<file path="config.mk">
export PLATFORM = sky130hd
export DESIGN_NAME = ram_arbiter
export DESIGN_NICKNAME = d
export VERILOG_FILES = /design/src/rtl/cpu_types_pkg.sv /design/src/rtl/ram_arbiter.sv
export SDC_FILE = /design/constraint.sdc
export NUM_CORES = 1
export LEC_CHECK = 0
export CELL_PAD_IN_SITES_DETAIL_PLACEMENT = 1
export CELL_PAD_IN_SITES_GLOBAL_PLACEMENT = 1
export CORE_AREA = 2 2 171 173
export DETAILED_ROUTE_END_ITERATION = 6
export DIE_AREA = 0 0 173 175
export PLACE_DENSITY = 0.6
export RECOVER_POWER = 25
export SKIP_CTS_REPAIR_TIMING = 1
export SLEW_MARGIN = 20
export SYNTH_ARGS = -nofsm -noshare
export SYNTH_HDL_FRONTEND = slang
export SYNTH_SLANG_ARGS = --single-unit
</file>
<file path="constraint.sdc">
create_clock -name CLK -period 1.9 [get_ports CLK]
set_input_delay 0.38 -clock CLK [delete_from_list [all_inputs] [get_ports CLK]]
set_output_delay 0.38 -clock CLK [all_outputs]
set_load 0.005 [all_outputs]
</file>
<file path="src/rtl/cpu_types_pkg.sv">
// Shared types for the RAM arbiter: bus word, RAM status and arbiter FSM states.
// Also holds the two-way round-robin pick used by the arbiter.
package cpu_types_pkg;

    localparam int unsigned WORD_W = 32;

    typedef logic [WORD_W-1:0] word_t;

    typedef enum logic [1:0] {
        FREE,
        BUSY,
        ACCESS,
        ERROR
    } ramstate_t;

    typedef enum logic [1:0] {
        IDLE,
        DWORD0,
        DWORD1,
        IFETCH
    } arb_state_t;

    // Prefer the core that was not granted last; fall back to rr if only it requests.
    function automatic logic rr_pick(input logic [1:0] req, input logic rr);
        return req[~rr] ? ~rr : rr;
    endfunction

endpackage

</file>
<file path="src/rtl/ram_arbiter.sv">
// Two-core RAM arbiter: two-word data transfers, single-word instruction fetches,
// round-robin between cores and a starvation override for pending fetches.
module ram_arbiter
    import cpu_types_pkg::*;
#(
    parameter int unsigned CPUS         = 2,
    parameter int unsigned STARVE_LIMIT = 8
) (
    input  logic                   CLK,
    input  logic                   RST,
    input  logic      [CPUS-1:0]   iREN,
    input  word_t     [CPUS-1:0]   iaddr,
    input  logic      [CPUS-1:0]   dREN,
    input  logic      [CPUS-1:0]   dWEN,
    input  word_t     [CPUS-1:0]   daddr,
    input  word_t     [CPUS-1:0]   dstore,
    output logic      [CPUS-1:0]   iwait,
    output logic      [CPUS-1:0]   dwait,
    output word_t     [CPUS-1:0]   iload,
    output word_t     [CPUS-1:0]   dload,
    output logic                   ramREN,
    output logic                   ramWEN,
    output word_t                  ramaddr,
    output word_t                  ramstore,
    input  word_t                  ramload,
    input  ramstate_t              ramstate,
    output logic                   owner,
    output logic                   err
);

    localparam int unsigned SW = $clog2(STARVE_LIMIT + 1);

    arb_state_t    state_q, state_d;
    logic          owner_q, owner_d;
    logic          rr_q, rr_d;
    logic [SW-1:0] istarve_q, istarve_d;
    logic          err_q, err_d;

    logic [CPUS-1:0] dreq;
    logic            istarved;
    logic            ifetch_grant;
    logic            pick;

    assign iload = {CPUS{ramload}};
    assign dload = {CPUS{ramload}};
    assign owner = owner_q;
    assign err   = err_q;

    assign dreq     = dREN | dWEN;
    assign istarved = (istarve_q == SW'(STARVE_LIMIT)) && (|iREN);

    always_comb begin
        state_d      = state_q;
        owner_d      = owner_q;
        rr_d         = rr_q;
        err_d        = 1'b0;
        ifetch_grant = 1'b0;
        pick         = 1'b0;
        ramREN       = 1'b0;
        ramWEN       = 1'b0;
        ramaddr      = '0;
        ramstore     = '0;
        iwait        = '1;
        dwait        = '1;

        unique case (state_q)
            IDLE: begin
                if (istarved) begin
                    pick         = rr_pick(iREN, rr_q);
                    state_d      = IFETCH;
                    ifetch_grant = 1'b1;
                end else if (|dreq) begin
                    pick    = rr_pick(dreq, rr_q);
                    state_d = DWORD0;
                end else if (|iREN) begin
                    pick         = rr_pick(iREN, rr_q);
                    state_d      = IFETCH;
                    ifetch_grant = 1'b1;
                end
                if (state_d != IDLE) begin
                    owner_d = pick;
                    rr_d    = pick;
                end
            end
            DWORD0, DWORD1: begin
                ramaddr  = daddr[owner_q];
                ramstore = dstore[owner_q];
                ramWEN   = dWEN[owner_q];
                // A write wins over a read raised by the same core.
                ramREN   = dREN[owner_q] & ~dWEN[owner_q];
                if (ramstate == ACCESS) begin
                    dwait[owner_q] = 1'b0;
                    state_d        = (state_q == DWORD0) ? DWORD1 : IDLE;
                end else if (ramstate == ERROR) begin
                    err_d   = 1'b1;
                    state_d = IDLE;
                end
            end
            IFETCH: begin
                ramREN  = 1'b1;
                ramaddr = iaddr[owner_q];
                if (ramstate == ACCESS) begin
                    iwait[owner_q] = 1'b0;
                    state_d        = IDLE;
                end else if (ramstate == ERROR) begin
                    err_d   = 1'b1;
                    state_d = IDLE;
                end
            end
            default: state_d = IDLE;
        endcase
    end

    always_comb begin
        istarve_d = istarve_q;
        if (ifetch_grant) begin
            istarve_d = '0;
        end else if ((|iREN) && (state_q != IFETCH) && (istarve_q != SW'(STARVE_LIMIT))) begin
            istarve_d = istarve_q + SW'(1);
        end
    end

    always_ff @(posedge CLK or posedge RST) begin
        if (RST) begin
            state_q   <= IDLE;
            owner_q   <= 1'b0;
            rr_q      <= 1'b0;
            istarve_q <= '0;
            err_q     <= 1'b0;
        end else begin
            state_q   <= state_d;
            owner_q   <= owner_d;
            rr_q      <= rr_d;
            istarve_q <= istarve_d;
            err_q     <= err_d;
        end
    end

endmodule
</file>
* Yosys cells after proc, flatten, opt, wreduce, memory -nomap -nowiden
Cells that the tools add are included.
** Word-level totals
- Flip-flop bits (word level) :: 8
- Bits in latches :: 0
- Bits in writable memories :: 0
- Bits in read-only memories :: 0
- Bits of input ports :: 234
- Output and inout bits :: 200
- Logic and storage cells :: 80
- Memories kept :: 0
** Operators by class
- Add/subtract/negate cells :: 1
- Multiply operators :: 0
- Div/mod/pow operators :: 0
- $lt $le $gt $ge :: 3
- Eq/ne operators :: 9
- Shifts and indexed selects :: 0
- Multiplexer cells :: 46
- Bitwise logic cells :: 5
- Reductions and logical operators :: 12
** Operator list (count)
- $mux 32 :: 7
- $pmux 32 s2 :: 1
- $mux 1 :: 22
- $mux 2 :: 11
- $eq 2x2->1 const B :: 4
- $mux 4 :: 2
- $pmux 2 s3 :: 1
- $reduce_or 2->1 :: 3
- $add 4x1->4 const B :: 1
- $eq 4x4->1 const B :: 1
- $logic_and 1x1->1 :: 4
- $lt 1x2->1 const B :: 2
- $ne 4x4->1 const B :: 1
- $reduce_bool 2->1 :: 2
- $ne 3x2->1 const B :: 1
- $reduce_and 3->1 :: 1
- $reduce_or 3->1 :: 1
- $eq 2x1->1 const B :: 1
- $logic_not 2->1 :: 1
- $ne 2x2->1 const B :: 1
- $not 1->1 :: 2
- $not 2->2 :: 1
- $or 2x2->2 :: 1
- $pmux 1 s2 :: 1
- 3 further kinds :: 3

* Logic depth before layout (Yosys ltp)
- Word-level depth :: 7
- Mapped depth :: 8
- Depth with buffers taken out :: 7

* Least setup slack after synthesis
No wires, ideal clock.
- Kind :: flip-flop to output port
- From :: register state_q[0]
- To :: output port ramaddr[11]
- Arrival time :: 1.420 ns
- Required time :: 1.520 ns
- Path slack :: 0.100 ns
- Stages on the path, launching flop included :: 7
- Buffers on the path :: 2
- Cell sequence :: dfrtp_1 -> inv_1 -> ha_1 -> clkbuf_1 -> clkbuf_1 -> a22oi_1 -> nor2_1
** On the way
- Word-level cells in the longest chain between the ends :: 3
- Elaborated cells between the ends (all ways) :: 5
- Those cells by class :: 3 x eq/ne; 1 x mux; 1 x reduce/logical
** RTL lines
- start: declaration :: line ram_arbiter.sv:33 : arb_state_t state_q, state_d;
- start signal: assignment :: line ram_arbiter.sv:131 : state_q <= state_d;
- $eq 2x1->1 / $eq 2x2->1 (equally long branches) :: line ram_arbiter.sv:66 : unique case (state_q)
- $reduce_or 2->1 :: line ram_arbiter.sv:66
- $pmux 32 s2 * :: line ram_arbiter.sv:66
- end: declaration :: line ram_arbiter.sv:23 : output word_t ramaddr,
Every way passes the cells marked *; elsewhere a longest branch is shown, timed or not.

==> impl_metrics.env <==
export IMPL_syn_area_per_cell_um2=7.85
export IMPL_overflow=0
export IMPL_multiInputGateArea_mm2=0.00241
export IMPL_leakage_nw=2.95
export IMPL_worstPathRequired_ps=1520
export IMPL_setup_viol=65
export IMPL_fp_row_count=62
export IMPL_initial_utilization=0.117
export IMPL_drt_iter0_markers=53
export IMPL_synth_edff_count=0
export IMPL_status="finished with violations"
export IMPL_peakVddDrop_mv=0.479
export IMPL_cp_buffers_inverters=5
export IMPL_area_growth_pct=106
export IMPL_timing_critical_path_mode_cell="buf_6"
export IMPL_synth_cell_types=33
export IMPL_synthTopCellsByArea="buf_4, mux2_2, mux2i_1"
export IMPL_io_pins=434
export IMPL_fin_cells=1022
export IMPL_htreeDepth=1
export IMPL_cp_top_family="buffers and inverters"
export IMPL_fin_nets=879
export IMPL_seq_area_um2=204
export IMPL_io_buffers=273
export IMPL_synthFlopType="dfrtp_1"
export IMPL_clock_latency_ps=240
export IMPL_worst_pin_slew_ps=365
export IMPL_holdCritPathClass="reg -> reg"
export IMPL_worst_slack_ps=-397
export IMPL_place_hpwl_mm=12.1
export IMPL_hold_violations=0
export IMPL_wl_mm=17.3
export IMPL_grt_pass1_vias=3851
export IMPL_antenna_found_initial=0
export IMPL_hold_start="istarve_q[3]"
export IMPL_cts_sinks=8
export IMPL_cellPowerDensity_mw_per_mm2=1490
export IMPL_ys_seq_area_frac=0.0601
export IMPL_async_flop_share=1.00
export IMPL_startpoint="rr_q"
export IMPL_layout_drive_gt1_share=0.439
export IMPL_drc=0
export IMPL_finalClockSkew_ps=9.70
export IMPL_reg2reg_from="rr_q"
export IMPL_period_needed_ps=2300
export IMPL_yosys_warnings=0
export IMPL_firstDrtPassIters=4
export IMPL_num_antenna_cells=0
export IMPL_cts_root_buffer="clkbuf_16"
export IMPL_period_share=1.21
export IMPL_placed_cells=961
export IMPL_die_width_um=173
export IMPL_cts_buffers=3
export IMPL_routabilityCongestion=0.770
export IMPL_max_freq_ghz=0.435
export IMPL_max_stage_delay_ps=530
export IMPL_rsz0062_at_grt="yes"
export IMPL_holdWs_ps=531
export IMPL_yosysTopAreaCellShare=0.291
export IMPL_cts_tree="done"
export IMPL_coreArea_mm2=0.0284
export IMPL_fin_area_mm2=0.00686
export IMPL_worstSetupPathType="reg -> out"
export IMPL_vias=3778
export IMPL_slew_violations=0
export IMPL_crit_arrival_ps=1920
export IMPL_grt_pass1_wl_mm=21.4
export IMPL_avgViaCountPerCell=3.70
export IMPL_grt_max_degree=38
export IMPL_yosys_area_top_type="buf_4"
export IMPL_die_area_mm2=0.0303
export IMPL_crit_chain="buf_12 > buf_6 > buf_6 > buf_6 > mux2_4 > a22oi_2 > nor2_1 > buf_2"
export IMPL_ys_ff_latch=8
export IMPL_die_h_um=175
export IMPL_dpl_cell_area_mm2=0.00583
export IMPL_violations="setup timing"
export IMPL_max_slew_margin=0.757
export IMPL_start_kind="register"
export IMPL_clk_pin_slew_ps=40
export IMPL_synth_nets=664
export IMPL_wire_per_inst_um=16.9
export IMPL_maxCapViolations=0
export IMPL_worst_path_max_fanout=7
export IMPL_fin_setup_tns_ps=-14760
export IMPL_clockBufferDepth=2
export IMPL_critPathSlowestCell="dfrtp_4"
export IMPL_grt_usage=0.0878
export IMPL_crit_path_end_kind="primary output"
export IMPL_antenna_left=0
export IMPL_synthCells=424
export IMPL_syn_area_mm2=0.00333
export IMPL_nFillCells=3350
-- cells in the final DEF, fill, tap and decap left out, types with 3 or more instances in the layout --
| cell | n |
|---|---|
| mux2i_4 | 6 |
| mux2_4 | 18 |
| a22oi_2 | 31 |
| buf_8 | 8 |
| clkbuf_16 | 12 |
| dlymetal6s2s_1 | 10 |
| buf_6 | 24 |
| ha_1 | 3 |
| nor2b_1 | 26 |
| buf_12 | 15 |
| mux2_2 | 44 |
| buf_4 | 37 |
| nor2b_2 | 5 |
| mux2i_1 | 29 |
| inv_1 | 3 |
| clkbuf_2 | 27 |
| nor2b_4 | 5 |
| nor2_1 | 45 |
| buf_2 | 35 |
| nand2_1 | 7 |
| dfrtp_1 | 7 |
| nand3_1 | 3 |
| clkdlybuf4s50_1 | 200 |
-- cell type report --
type                    instances  area share
clock buffers                   4      0.0115
inverters                       5     0.00274
multi-input cells             254       0.351
flip-flops and latches          8      0.0297
well taps                     384      0.0700
repair buffers                367       0.535
-- synthesized netlist by cell type, types with 2 or more instances --
cell and number:
buf_4 129, mux2_2 54, nor2_1 46, nor2b_1 36, mux2i_1 35, a22oi_1 32
clkbuf_1 17, buf_2 11, mux2_1 10, dfrtp_1 8, nand2_1 7, ha_1 6
inv_1 5, nand3_1 3, o21ai_0 3, a21oi_1 2, nand3b_1 2, nor3_1 2
xor2_1 2
-- final timing paths --
check / slack [ps] / end / depth (start not counted)
worst max-delay path: -400 / ramaddr[19] / 8
worst min register to register: 530 / istarve_q[3] / 2
min in group asynchronous: 550 / istarve_q[3] / 2
worst max register to register: 110 / rr_q / 7
worst min-delay path: 530 / istarve_q[3] / 2
max in group asynchronous: 1060 / rr_q / 2
-- metrics by stage --
| step | power (mW) | worst slack [ps] | utilization |
|---|---|---|---|
| 2_1_floorplan | 3.61 | 100 | - |
| 3_3_place_gp | 7.06 | -466 | 0.205 |
| 3_5_place_dp | 7.11 | -411 | 0.205 |
| 4_1_cts | 7.52 | -566 | 0.208 |
| 5_1_grt | 11.0 | -451 | 0.242 |
| 6_report | 10.3 | -397 | 0.242 |
-- tightest hold or removal path, delay by kind of cell, from the launching register on --
family | cells | cell delay [ps]
simple gates | 1 | 70
flops | 1 | 350
xor+xnor | 1 | 70
-- power breakdown --
group	total [mW]	internal [mW]	switching [mW]
logic	9.52	5.63	3.90
clock network	0.376	0.281	0.0955
registers	0.352	0.263	0.0896
total	10.3	6.17	4.08
-- sequential cells by signal, summed over array words and instances (netlist names) --
signal / count
err: 1
istarve_q: 4
rr_q: 1
state_q: 2
-- per-layer routing --
layer / up-vias / GRT usage / part of all wire
met5: - / 0 / 0
met4: 0 / 0.0254 / 0.027
met3: 42 / 0.0313 / 0.086
met2: 249 / 0.164 / 0.51
met1: 1739 / 0.0926 / 0.38
li1: 1748 / - / -
-- cell families after synthesis --
family,share of synthesized area
adders and majority gates,0.0225
buffers and inverters,0.332
AOI/OAI and AO/OA,0.0939
DFF,0.0601
xor gates and xnor gates,0.00789
muxes,0.322
and+or+nand+nor,0.162
No activity file was read; power rests on OpenSTA's default activity.
